$ cat src/rtl/env_pkg.sv
// env_pkg: definitions shared by envelope_bank and envelope_channel.
//   env_dir_t     : envelope direction (ENV_SUB = count down, ENV_ADD = count up)
//   presc_width() : prescaler counter width for a given clk-per-tick divisor
//   vol_max()     : saturation value for a given volume width, {w{1'b1}}
package env_pkg;

   typedef enum logic {
      ENV_SUB = 1'b0,
      ENV_ADD = 1'b1
   } env_dir_t;

   function automatic int unsigned presc_width(input int unsigned div);
      return (div < 2) ? 1 : $clog2(div);
   endfunction

   function automatic int unsigned vol_max(input int unsigned w);
      return (32'd1 << w) - 32'd1;
   endfunction

endpackage

$ cat src/rtl/envelope_channel.sv
// envelope_channel: one volume envelope (timer, volume, saturation flag).
//   clk, reset       : clock, asynchronous active-high clear
//   env_tick         : 1-cycle envelope tick from the shared prescaler
//   trigger          : restart pulse; reloads volume/timer and clears done
//   envelope_add     : 1 = step volume up, 0 = step down
//   period           : ticks per step; 0 = hold mode
//   starting_volume  : volume loaded on trigger
//   volume, done     : registered volume and saturation flag
//   dac_on           : combinational, low when start volume is 0 and direction is down
module envelope_channel
   import env_pkg::*;
#(
   parameter int unsigned VOL_W = 4,
   parameter int unsigned PER_W = 3
) (
   input  logic             clk,
   input  logic             reset,
   input  logic             env_tick,
   input  logic             trigger,
   input  logic             envelope_add,
   input  logic [PER_W-1:0] period,
   input  logic [VOL_W-1:0] starting_volume,
   output logic [VOL_W-1:0] volume,
   output logic             done,
   output logic             dac_on
);

   localparam logic [VOL_W-1:0] VOL_MAX = VOL_W'(vol_max(VOL_W));

   env_dir_t         dir;
   logic [PER_W-1:0] timer;
   // Set by the first trigger after reset; keeps an untriggered channel at 0
   // instead of stepping (and saturating) from its cleared state.
   logic             armed;
   logic             step_en;
   logic             reload;
   logic             at_limit;

   assign dir = env_dir_t'(envelope_add);

   always_comb begin
      step_en  = env_tick && armed && !done && (period != '0);
      reload   = (timer <= PER_W'(1));
      at_limit = (dir == ENV_ADD) ? (volume == VOL_MAX) : (volume == '0);
   end

   always_ff @(posedge clk or posedge reset) begin
      if (reset) begin
         timer  <= '0;
         volume <= '0;
         done   <= 1'b0;
         armed  <= 1'b0;
      end else if (trigger) begin
         timer  <= period;
         volume <= starting_volume;
         done   <= 1'b0;
         armed  <= 1'b1;
      end else if (step_en) begin
         if (!reload) begin
            timer <= timer - PER_W'(1);
         end else begin
            timer <= period;
            if (at_limit)
               done <= 1'b1;
            else if (dir == ENV_ADD)
               volume <= volume + VOL_W'(1);
            else
               volume <= volume - VOL_W'(1);
         end
      end
   end

   assign dac_on = (starting_volume != '0) || (dir == ENV_ADD);

endmodule

$ cat src/rtl/envelope_bank.sv
// envelope_bank: NUM_CH independent volume envelopes sharing one tick prescaler.
//   clk, reset       : clock, asynchronous active-high clear
//   trigger          : per-channel restart pulse
//   envelope_add     : per-channel direction (1 = up)
//   period           : packed per-channel period, channel i at [i*PER_W +: PER_W]
//   starting_volume  : packed per-channel start volume, channel i at [i*VOL_W +: VOL_W]
//   volume           : packed per-channel registered volume
//   done             : per-channel saturation flag
//   dac_on           : per-channel DAC enable (combinational from inputs)
module envelope_bank
   import env_pkg::*;
#(
   parameter int unsigned NUM_CH   = 4,
   parameter int unsigned VOL_W    = 4,
   parameter int unsigned PER_W    = 3,
   parameter int unsigned TICK_DIV = 8192
) (
   input  logic                    clk,
   input  logic                    reset,
   input  logic [NUM_CH-1:0]       trigger,
   input  logic [NUM_CH-1:0]       envelope_add,
   input  logic [NUM_CH*PER_W-1:0] period,
   input  logic [NUM_CH*VOL_W-1:0] starting_volume,
   output logic [NUM_CH*VOL_W-1:0] volume,
   output logic [NUM_CH-1:0]       done,
   output logic [NUM_CH-1:0]       dac_on
);

   localparam int unsigned PS_W = presc_width(TICK_DIV);

   logic [PS_W-1:0] presc;
   logic            env_tick;

   assign env_tick = (presc == PS_W'(TICK_DIV - 1));

   // Free-running; triggers never disturb the tick phase.
   always_ff @(posedge clk or posedge reset) begin
      if (reset)
         presc <= '0;
      else if (env_tick)
         presc <= '0;
      else
         presc <= presc + PS_W'(1);
   end

   for (genvar i = 0; i < NUM_CH; i++) begin : g_ch
      envelope_channel #(
         .VOL_W (VOL_W),
         .PER_W (PER_W)
      ) u_ch (
         .clk             (clk),
         .reset           (reset),
         .env_tick        (env_tick),
         .trigger         (trigger[i]),
         .envelope_add    (envelope_add[i]),
         .period          (period[i*PER_W +: PER_W]),
         .starting_volume (starting_volume[i*VOL_W +: VOL_W]),
         .volume          (volume[i*VOL_W +: VOL_W]),
         .done            (done[i]),
         .dac_on          (dac_on[i])
      );
   end

endmodule

$ cat config.mk
export PLATFORM = sky130hd
export DESIGN_NAME = envelope_bank
export DESIGN_NICKNAME = d
export VERILOG_FILES = /design/src/rtl/env_pkg.sv /design/src/rtl/envelope_channel.sv /design/src/rtl/envelope_bank.sv
export SDC_FILE = /design/constraint.sdc
export NUM_CORES = 1
export LEC_CHECK = 0
export BUFFER_PORTS_ARGS = -buffer_cell sky130_fd_sc_hd__buf_4
export CAP_MARGIN = 10
export CORE_MARGIN = 5
export CORE_UTILIZATION = 39
export CTS_CLUSTER_DIAMETER = 120
export DETAILED_ROUTE_END_ITERATION = 8
export HOLD_SLACK_MARGIN = 0.03
export SYNTH_ARGS = -nofsm -noshare
export SYNTH_HDL_FRONTEND = slang
export SYNTH_SLANG_ARGS = --single-unit
$ cat constraint.sdc
create_clock -name clk -period 3.9 [get_ports clk]
set_input_delay 0.39 -clock clk [delete_from_list [all_inputs] [get_ports clk]]
set_output_delay 0.39 -clock clk [all_outputs]
set_load 0.05 [all_outputs]
# After elaboration in Yosys (flattened, before gate mapping)
# Cells that the tools add are included.
[word_totals]
in_bits = 38
ff_bits = 49
wordCells = 148
output_inout_bits = 24
[classes]
n_reduce_logical = 52
addsub = 13
n_eq_ne = 9
n_lt_le_gt_ge = 4
n_mux = 53
[ops]
columns = ["cell", "count"]
rows = [
  ["$mux W4", 20],
  ["$mux W3", 12],
  ["$reduce_and A3 Y1", 8],
  ["$reduce_bool A2 Y1", 12],
  ["$mux W1", 20],
  ["$add A4 B1 Y4 const B", 4],
  ["$eq A4 B4 Y1 const B", 4],
  ["$logic_not A4 Y1", 4],
  ["$reduce_bool A4 Y1", 4],
  ["$sub A4 B1 Y4 const B", 4],
  ["$add A13 B1 Y13 const B", 1],
  ["$eq A13 B13 Y1 const B", 1],
  ["$mux W13", 1],
  ["$le A3 B1 Y1 const B", 4],
  ["$logic_and A1 B1 Y1", 12],
  ["$reduce_bool A3 Y1", 4],
  ["$sub A3 B1 Y3 const B", 4],
  ["$ne A2 B2 Y1 const B", 4],
  ["$logic_not A1 Y1", 4],
  ["$logic_or A1 B1 Y1", 4],
]

# Logic depth before layout (Yosys ltp)
# Gate-level depths: netlist (run 1).
[depth]
word_depth = 6
depth_mapped = 7
ltp_nobuf = 7

# By module
# Synthesis (run 1) repeated with hierarchy kept, for this count alone.
[hier_totals]
hier_cells = 342
hier_area_um2 = 3231.8
[modules_own_cells]
columns = ["mod", "cells_each", "area_each_um2", "n_inst", "seq_area_each_um2"]
rows = [
  ["envelope_channel (g_ch[0].u_ch ...)", 70, 654.4, 3, 225.2],
  ["envelope_channel (g_ch[1].u_ch)", 75, 645.6, 1, 225.2],
  ["envelope_bank", 57, 623.1, 1, 325.3],
]

# Worst setup path before layout (run 1)
# OpenSTA, ideal clock, no wires.
[synth_path]
path_type = "register -> register"
startpoint = "reg g_ch[2].u_ch.volume[1]"
endpoint = "reg g_ch[2].u_ch.volume[3]"
setup_ps = 120
path_stages_with_launch = 7
period_less_slack_ps = 2175
arrival_ps = 2056
slack_ps = 1725
path_buffers = 0
t_required_ps = 3780
cell_sequence = "dfrtp_1 -> ha_1 -> a21o_1 -> a21oi_1 -> xnor2_1 -> or4b_1 -> and3_1"
[synth_via]
elab_chain_len = 6
elab_cells_between_ends = 12
classes_between = "2 x add/sub; 2 x eq/ne; 6 x mux; 2 x reduce/logical"
[synth_rtl]
columns = ["element", "line", "rtl"]
rows = [
  ["from (decl)", "envelope_channel.sv:23", "output logic [VOL_W-1:0] volume,"],
  ["from (signal assigned)", "envelope_channel.sv:55", "volume <= starting_volume;"],
  ["from (signal assigned)", "envelope_channel.sv:66", "volume <= volume + VOL_W'(1);"],
  ["from (signal assigned)", "envelope_channel.sv:68", "volume <= volume - VOL_W'(1);"],
  ["$sub A4 B1 Y4 or $add A4 B1 Y4 (tied branches)", "envelope_channel.sv:68, envelope_channel.sv:66", ""],
  ["$mux W4", "envelope_channel.sv:65", "else if (dir == ENV_ADD)"],
  ["$mux W4", "envelope_channel.sv:63", "if (at_limit)"],
  ["$mux W4", "envelope_channel.sv:59", "if (!reload) begin"],
  ["$mux W4", "envelope_channel.sv:58", "end else if (step_en) begin"],
  ["$mux W4", "envelope_channel.sv:53", "end else if (trigger) begin"],
]
# Several ways; a longest one is shown, not always the timed one. The select of a mux whose other input is x is not followed.
# A chain may end at the register's enable or synchronous reset.

# Final worst setup path (run 1)
[layout_path]
startpoint = "reg presc[0]"
endpoint = "reg g_ch[1].u_ch.volume[0]"
[layout_via]
elab_chain_len = 6
[layout_rtl]
columns = ["element", "line", "rtl"]
rows = [
  ["from (decl)", "envelope_bank.sv:31", "logic [PS_W-1:0] presc;"],
  ["from (signal assigned)", "envelope_bank.sv:43", "presc <= presc + PS_W'(1);"],
  ["$eq A13 B13 Y1", "envelope_bank.sv:34", "assign env_tick = (presc == PS_W'(TICK_DIV - 1));"],
  ["$logic_and A1 B1 Y1 (3 in a row)", "envelope_channel.sv:42", "step_en = env_tick && armed && !done && (period != '0);"],
  ["$reduce_bool A2 Y1 (no line)", "-", ""],
  ["$reduce_and A3 Y1 (no line)", "-", ""],
  ["to (signal assigned)", "envelope_channel.sv:55", ""],
  ["to (signal assigned)", "envelope_channel.sv:66", ""],
  ["to (signal assigned)", "envelope_channel.sv:68", ""],
  ["to (decl)", "envelope_channel.sv:23", ""],
]
# Every way passes these cells.

==> metrics.csv, run 1 <==
metric,value,unit
pwr dens,522,nW/µm²
total track usage,14.2,%
commonest cells in the netlist,"49 x dfrtp_1, 28 x nand2_1, 25 x inv_1",
Compound-Gate Fraction of Synth Area,19.9,%
Reg power frac,39.0,%
setup_tns,0,ps
Via Count,2576,
fraction of the mapped netlist area in simple logic gates,18.6,%
root buffer selected by CTS,clkbuf_8,
Synth top area share,39.0,%
period utilization,57.7,%
post-DR wirelength/cell,13.7,µm
"flops & latches, synth",49,
Clock Power Share,15.3,%
DPL Wire Length,5160,µm
"Slew Viols, Final",0,
Routed Wire Length,6770,µm
clk_skew,5.20,ps
Cell Int Power,0.00110,W
element type at the critical path end,flop,
Clock Path Buffers,2,
placed insts,487,
CP Launch Type,flop,
Post-CTS Hold Fix Bufs,0,
share of layout cells above drive strength 1,21.9,%
required time of the critical path,4100,ps
first-pass GRT wire length,11700,µm
worst hold path type,primary input to asynchronous set/reset pin,
Net Switching,0.000853,W
R2R Path Start,presc[0]$_DFF_PP0_,
CTS tree,yes,
die height,99.8,µm
Starting Density,40.3,%
CTS buffer count,5,
H-tree lvl count,2,
critical path class,flop to flop,
number of synthesized flops with an enable pin,0,
GPL Wtd Cong,0.762,
worst path arrival time,2450,ps
Slew headroom,32.4,%
DRC viols,0,
final hold viol count,0,
Port Buffers,61,
post-synthesis mux area share,3.38,%
VDD IR max,304,µV
Post-CTS Setup Inserts,0,
Layout area overhead,18.9,%
I/O pin cnt,62,
FF-to-FF End,g_ch[1].u_ch.volume[0]$_DFFE_PP0P_,
Post-Syn Area,3140,µm²
Ys Warns,0,
Switching Fraction,43.7,%
Post-Syn Area per Cell,9.33,µm²
Synth Flop Type,dfrtp_1,
grt ovf,0,
pin count of the biggest net entering global routing,50,
Total Power,0.00195,W
cell taking the most area after synthesis,dfrtp_1,
final setup fails,0,
Via density,5.20,
Post-synth ARST share,100,%
FF/Latch Area,1230,µm²
Post-Syn Instances,337,
Comb power frac,45.8,%
Post-layout nets,451,
flop2flop setup slack,1650,ps
register area share after synthesis,39.0,%
initial antenna violation count,0,
site row count,32,
"Clk Latency, worst-skew pair",300,ps
Critical Path End,g_ch[1].u_ch.volume[0]$_DFFE_PP0P_,
CP startpoint,presc[0]$_DFF_PP0_,
ranking of synthesized cells by area,"dfrtp_1 39%, ha_1 6.8%, a21oi_1 3.7%, o21ai_0 3.5%, nand2_1 3.3%",
adder-cell share of the synthesized area,9.31,%
most frequent cell after synthesis,dfrtp_1,
Final WS setup,1650,ps
die area,9960,µm²
result of the run,finished clean,
Netlist cell types,57,
# fillers,760,
Post-DRT Antenna Nets,0,
Core Area,7810,µm²
multi-input logic area,1740,µm²
Clock Pin Slew Worst Setup and Hold Paths,90,ps
number of max-cap violations,0,
die width,99.8,µm
# diodes,0,
actual slew at the worst max-slew pin,1010,ps
r2r worst-path depth,7,
Starting DRT DRC Count,61,
main combinational cell family by area after synthesis,compound AO/OA/AOI/OAI gates,
final hold slack,315,ps
Synthesized Nets,396,
CTS Sinks,49,
Final min period,2250,ps
post-CTS resize count,0,
Peak Freq,0.444,GHz
RSZ-0062 raised after global routing,no,
vias in the first global route,2616,
Worst Path Max Fanout,12,
Placement Setup Slack,1660,ps
1st-pass router iterations,4,
Leak,1.69,nW
final non-filler cell total,495,
Synth Area in XOR/XNOR,4.18,%
==> per-layer routing <==
metal  part of all wire (%)  vias to the layer above  GRT usage (%)
met5                      0                        -              0
met2                     50                       30           24.6
met1                     46                     1227           17.8
met4                    1.2                        0           4.94
li1                       -                     1314              -
met3                    2.5                        5           2.43
==> worst min path at each step <==
stage	from	end	slack, ps
after CTS	starting_volume[12]	g_ch[3].u_ch.volume[0]$_DFFE_PP0P_	320
after global placement	g_ch[2].u_ch.armed$_DFFE_PP0P_	g_ch[2].u_ch.armed$_DFFE_PP0P_	440
after global routing	starting_volume[12]	g_ch[3].u_ch.volume[0]$_DFFE_PP0P_	320
final	reset	g_ch[1].u_ch.armed$_DFFE_PP0P_	320
after detailed placement	g_ch[2].u_ch.armed$_DFFE_PP0P_	g_ch[2].u_ch.armed$_DFFE_PP0P_	450
after floorplan	g_ch[0].u_ch.armed$_DFFE_PP0P_	g_ch[0].u_ch.armed$_DFFE_PP0P_	430
==> metrics by stage <==
step           instance area (µm²)  utilization [%]
4_1_cts                       3740             47.9
5_1_grt                       3740             47.9
6_report                      3740             47.9
2_1_floorplan                 3140                -
3_3_place_gp                  3650             46.8
3_5_place_dp                  3650             46.8
==> flip-flops by register name (all words and copies together), names as in the netlist <==
register,count
g_ch.u_ch.armed,4
presc,13
g_ch.u_ch.volume,16
g_ch.u_ch.timer,12
g_ch.u_ch.done,4
==> kinds of logic after synthesis <==
kind of cell             Yosys count
AND/OR/NAND/NOR                  110
flip-flops                        49
buffers and inverters             39
multiplexers                      10
AO/OA/AOI/OAI                     93
adder cells (fa/ha/maj)           21
XOR/XNOR                          15
==> worst max-delay path: stages, from the launching register on <==
cell     delay, ps
dfrtp_1        430
ha_1           310
nand2_1        140
nor4_4         210
buf_4          250
a21o_1         260
and2_1         210
mux2_2         340
==> cells in the final DEF (no fill, tap or decap), drive strengths merged, types with 3 or more instances in the layout <==
cell type	n
nand3	10
fa	4
dfrtp	49
clkbuf	5
a31oi	3
nor3	6
nor3b	3
mux2i	5
a21oi	24
nor2b	8
nor2	23
o31ai	6
xor2	3
nand2	28
nand2b	5
or2	4
o21ai	22
nor4	7
xnor2	12
ha	17
a211oi	3
buf	62
a21o	8
o21bai	3
o22a	3
mux2	5
inv	25
==> power by group through the flow <==
stage | clock, W | sequential (W) | combinational (W)
finish | 0.000298 | 0.000761 | 0.000893
global route | 0.000330 | 0.000784 | 0.000989
CTS | 0.000312 | 0.000761 | 0.000907
detailed placement | 0 | 0.000770 | 0.000903
global placement | 0 | 0.000766 | 0.000883
floorplan | 0 | 0.000955 | 0.000442
==> area by class of cell <==
cell class	instances	share of cell area [%]
Inverter	25	2.51
Timing Repair Buffer	62	12.4
Tap cell	102	3.41
Multi-Input combinational cell	249	46.5
Clock buffer	5	1.84
Clock inverter	3	0.469
Sequential cell	49	32.8
Note: power is estimated with default switching activity, not from simulation.
==> run 2: changes to the inputs <==
==> constraint.sdc (replaced) <==
create_clock -name clk -period 2.2 [get_ports clk]
set_input_delay 0.22 -clock clk [delete_from_list [all_inputs] [get_ports clk]]
set_output_delay 0.22 -clock clk [all_outputs]
set_load 0.05 [all_outputs]
==> run 2 against run 1 <==
Against the previous run:
- non-clock buffer count increased by 10
- design area increased by 3.2%
- sequential share of layout area decreased by 1.0 points
- count of clock-buffer cells in the layout unchanged
- routed wire length decreased by 1.3%
- critical path type unchanged
- largest power group unchanged
- highest routed layer unchanged
==> metrics.csv, run 2 (synthesized netlist as in run 1, its figures left out) <==
metric,value,unit
Via density,5.17,
clk_skew,9.74,ps
Post-layout nets,461,
root buffer selected by CTS,clkbuf_8,
result of the run,finished clean,
final non-filler cell total,505,
FF/Latch Area,1230,µm²
pwr dens,930,nW/µm²
total track usage,14.2,%
initial antenna violation count,0,
period utilization,88.8,%
critical path's largest stage delay,500,ps
final hold viol count,0,
die height,99.8,µm
Reg with most FFs,g_ch.u_ch.volume,
number of max-cap violations,0,
required time of the critical path,2390,ps
# fillers,752,
first-pass GRT wire length,11800,µm
multi-input logic area,1740,µm²
crit-path cells,ha_1 > a21o_1 > a21oi_1 > xnor2_1 > or4b_1 > and3_1,
Total Power,0.00359,W
Final min period,1950,ps
share of layout cells above drive strength 1,23.8,%
die width,99.8,µm
most frequent cells in the layout,"70 x buf_4, 49 x dfrtp_1, 28 x nand2_1, 24 x inv_1, 23 x a21oi_1",
Port Buffers,61,
Peak Freq,0.512,GHz
worst path arrival time,2150,ps
"most common cell after layout, fill and taps aside",buf_4,
site row count,32,
vias in the first global route,2600,
Leak,1.75,nW
r2r worst-path depth,6,
I/O pin cnt,62,
final core occ,49.4,%
H-tree lvl count,2,
CP Launch Type,flop,
Starting Density,40.3,%
grt ovf,0,
Clock Pin Slew Worst Setup and Hold Paths,100,ps
Clock Path Buffers,2,
DRC viols,0,
die area,9960,µm²
actual slew at the worst max-slew pin,551,ps
Starting DRT DRC Count,70,
element type at the critical path end,flop,
CTS Sinks,49,
setup_tns,0,ps
1st-pass router iterations,4,
placed insts,496,
CTS buffer count,5,
DPL Wire Length,5200,µm
RSZ-0062 raised after global routing,no,
CP max stage cell,or4b_1,
Slew headroom,63.2,%
Post-CTS Setup Inserts,0,
# diodes,0,
"Clk Latency, worst-skew pair",300,ps
Via Count,2612,
Largest register FFs,16,
post-DR wirelength/cell,13.2,µm
Worst Path Max Fanout,6,
final hold slack,154,ps
Hold Crit Depth,2,
final setup fails,0,
flop2flop setup slack,250,ps
critical path class,flop to flop,
VDD IR max,612,µV
biggest regs,"g_ch.u_ch.volume x16, presc x13, g_ch.u_ch.timer x12",
Core Area,7810,µm²
pin count of the biggest net entering global routing,26,
"Slew Viols, Final",0,
GPL Wtd Cong,0.785,
Routed Wire Length,6680,µm
worst hold path type,primary input to flop,
CTS tree,yes,
Layout area overhead,22.7,%
Post-DRT Antenna Nets,0,
==> run 2: report_power, final <==
part | switching, W | internal [W]
clock network | 0.000304 | 0.000341
registers | 0.000257 | 0.00108
logic | 0.000935 | 0.000668
==> run 2: routing by layer <==
| layer | track usage (%) | vias up | wire, µm |
|---|---|---|---|
| met3 | 2.36 | 4 | 170 |
| met1 | 19.0 | 1240 | 3180 |
| met5 | 0 | - | 0 |
| li1 | - | 1333 | - |
| met2 | 23.6 | 35 | 3240 |
| met4 | 4.52 | 0 | 90 |
==> run 2: final timing paths <==
check | endpoint | startpoint
min | g_ch[3].u_ch.volume[0]$_DFFE_PP0P_ | starting_volume[12]
max reg2reg | g_ch[2].u_ch.volume[3]$_DFFE_PP0P_ | g_ch[2].u_ch.volume[1]$_DFFE_PP0P_
min reg2reg | g_ch[0].u_ch.armed$_DFFE_PP0P_ | g_ch[0].u_ch.armed$_DFFE_PP0P_
max in group asynchronous | g_ch[0].u_ch.timer[0]$_DFFE_PP0P_ | reset
min in group asynchronous | g_ch[1].u_ch.volume[3]$_DFFE_PP0P_ | reset
max | g_ch[2].u_ch.volume[3]$_DFFE_PP0P_ | g_ch[2].u_ch.volume[1]$_DFFE_PP0P_
==> run 2: what timing repair did <==
action / CTS / global route
endpoints found under the setup margin: 0 / 1
hold buffers: 1 / 0
hold endpoints to repair: 24 / 0
resized for setup: 0 / 1
==> run 2: through the flow <==
stage	cell area, µm²	worst slack (ps)
after floorplan	3140	24.7
after global placement	3730	294
after detailed placement	3730	257
after CTS	3850	216
after global routing	3860	19.0
final	3860	246
==> run 2: critical path: cells and delay by family (launching register included) <==
kind / cells / cell delay, ps
DFF: 1 / 450
xor gates and xnor gates: 1 / 100
adders and majority gates: 1 / 300
and+or+nand+nor: 2 / 670
AOI/OAI and AO/OA: 2 / 340
==> run 2: final cells by class <==
| class | count | share of cell area, % |
|---|---|---|
| inverter | 25 | 2.43 |
| clock buffer | 5 | 1.78 |
| multi-input combinational | 249 | 45.2 |
| tap | 102 | 3.31 |
| timing repair buffer | 72 | 14.4 |
| sequential | 49 | 31.8 |
| clock inverter | 3 | 1.14 |
==> run 3: changes to the inputs <==
--- a/config.mk
+++ b/config.mk
@@ -12,6 +12,7 @@
 export CTS_CLUSTER_DIAMETER = 120
 export DETAILED_ROUTE_END_ITERATION = 8
 export HOLD_SLACK_MARGIN = 0.03
+export RECOVER_POWER = 100
 export SYNTH_ARGS = -nofsm -noshare
 export SYNTH_HDL_FRONTEND = slang
 export SYNTH_SLANG_ARGS = --single-unit
==> run 3 against run 2 <==
Against the previous run:
- count of clock-buffer cells in the layout stayed put
- largest cell class unchanged
- first-iteration DRC count is 13% lower
- die area stayed put
- non-clock buffer count stayed put
- sequential power hardly changed
- critical endpoint is now g_ch[3].u_ch.volume[1]$_DFFE_PP0P_
- power is 3.1% lower
- routed wire length is 0.64% lower
- global-route usage stayed put
- register-to-register slack worse by 30 ps
- via count is 0.65% lower
==> metrics.csv, run 3 (synthesized netlist as in run 1, its figures left out) <==
metric,value,unit
grt ovf,0,
pwr dens,926,nW/µm²
Peak Freq,0.503,GHz
die area,9960,µm²
"Clk Latency, worst-skew pair",300,ps
H-tree lvl count,2,
multi-input logic area,1730,µm²
CP Launch Type,flop,
CTS Sinks,49,
FF-to-FF End,g_ch[3].u_ch.volume[1]$_DFFE_PP0P_,
critical path class,flop to flop,
worst hold path type,primary input to flop,
r2r worst-path depth,6,
Slew headroom,33.6,%
final hold viol count,0,
biggest regs,"g_ch.u_ch.volume x16, presc x13, g_ch.u_ch.timer x12",
Via Count,2595,
Via density,5.14,
Largest register FFs,16,
"Slew Viols, Final",0,
Core Area,7810,µm²
Starting Density,40.3,%
final non-filler cell total,505,
final setup fails,0,
pin count of the biggest net entering global routing,26,
site row count,32,
vias in the first global route,2600,
Min-Delay Startpoint,starting_volume[12],
CTS tree,yes,
Final min period,1990,ps
Clock Path Buffers,2,
Worst Path Max Fanout,6,
DPL Wire Length,5200,µm
Reg with most FFs,g_ch.u_ch.volume,
VDD IR max,582,µV
Leak,1.66,nW
clk_skew,10.2,ps
Post-CTS Setup Inserts,0,
Post-layout nets,461,
result of the run,finished clean,
die width,99.8,µm
I/O pin cnt,62,
root buffer selected by CTS,clkbuf_8,
Post-DRT Antenna Nets,0,
# fillers,772,
RSZ-0062 raised after global routing,no,
end of the worst hold path,g_ch[3].u_ch.volume[0]$_DFFE_PP0P_,
Routed Wire Length,6640,µm
CTS buffer count,5,
actual slew at the worst max-slew pin,995,ps
period utilization,90.3,%
most frequent cells in the layout,"49 x dfrtp_1, 43 x buf_4, 28 x nand2_1, 26 x clkbuf_1, 25 x inv_1",
total track usage,14.2,%
Port Buffers,61,
first-pass GRT wire length,11800,µm
placed insts,496,
DRC viols,0,
GPL Wtd Cong,0.785,
number of max-cap violations,0,
Hold Crit Depth,2,
"most common cell after layout, fill and taps aside",dfrtp_1,
setup_tns,0,ps
element type at the critical path end,flop,
share of layout cells above drive strength 1,16.6,%
post-DR wirelength/cell,13.1,µm
initial antenna violation count,0,
FF/Latch Area,1230,µm²
R2R Path Start,presc[0]$_DFF_PP0_,
required time of the critical path,2400,ps
Starting DRT DRC Count,61,
worst path arrival time,2190,ps
1st-pass router iterations,4,
Layout area overhead,19.3,%
# diodes,0,
Clock Pin Slew Worst Setup and Hold Paths,100,ps
flop2flop setup slack,210,ps
die height,99.8,µm
## run 3: cell types whose count changed in the layout (fill, tap and decap cells not counted), sizes merged
cell / change
buf: -27
clkbuf: +27
## run 3: worst max-delay path by stage
| stage | start | end | slack [ps] | cells after the start |
|---|---|---|---|---|
| 2_1_floorplan | g_ch[2].u_ch.volume[1]$_DFFE_PP0P_ | g_ch[2].u_ch.volume[3]$_DFFE_PP0P_ | 20 | 6 |
| 4_1_cts | presc[8]$_DFF_PP0_ | g_ch[1].u_ch.volume[0]$_DFFE_PP0P_ | 220 | 6 |
| 5_1_grt | presc[9]$_DFF_PP0_ | g_ch[3].u_ch.volume[2]$_DFFE_PP0P_ | 20 | 6 |
| 3_5_place_dp | envelope_add[2] | g_ch[2].u_ch.volume[3]$_DFFE_PP0P_ | 260 | 8 |
| 3_3_place_gp | g_ch[2].u_ch.volume[1]$_DFFE_PP0P_ | g_ch[2].u_ch.volume[3]$_DFFE_PP0P_ | 290 | 6 |
| 6_report | presc[0]$_DFF_PP0_ | g_ch[3].u_ch.volume[1]$_DFFE_PP0P_ | 210 | 6 |
## run 3: layer usage
layer	wire length [µm]	vias to the layer above	GRT usage [%]
li1	-	1331	-
met1	3140	1229	19.0
met2	3230	31	23.6
met3	176	4	2.36
met4	89	0	4.52
met5	0	-	0
## run 3: report_power, final
group	internal, W	total (W)	switching [W]	leakage (nW)
clock network	0.000341	0.000644	0.000303	0.0585
logic	0.000565	0.00150	0.000932	1.01
registers	0.00108	0.00133	0.000252	0.589
## run 3: final cells by class
cell class              instances  area share, %
clock inverters                 3           1.17
multi-input cells             249           46.2
clock buffers                   5           1.84
flip-flops and latches         49           32.7
well taps                     102           3.40
repair buffers                 72           12.2
inverters                      25           2.50
## run 3: through the flow
stage / total power, W / hold slack [ps] / area (µm²) / util [%] / worst slack (ps)
floorplan: 0.00248 / 357 / 3140 / - / 24.7
global placement: 0.00294 / 311 / 3730 / 47.8 / 294
detailed placement: 0.00297 / 318 / 3730 / 47.8 / 257
CTS: 0.00364 / 144 / 3850 / 49.4 / 216
global route: 0.00378 / 156 / 3750 / 48.0 / 17.5
finish: 0.00347 / 154 / 3750 / 48.0 / 214
## run 3: critical path: stages (launching register included)
cell and delay, ps:
dfrtp_1 440, ha_1 190, clkbuf_1 220, inv_1 50, or3_1 430, or4_1 430, o221a_2 130
## run 3: repair_timing
item                                    CTS  global route
hold buffers                              1             0
endpoints found under the setup margin    0             1
endpoints found under the hold margin    24             0
resized for setup                         0             1
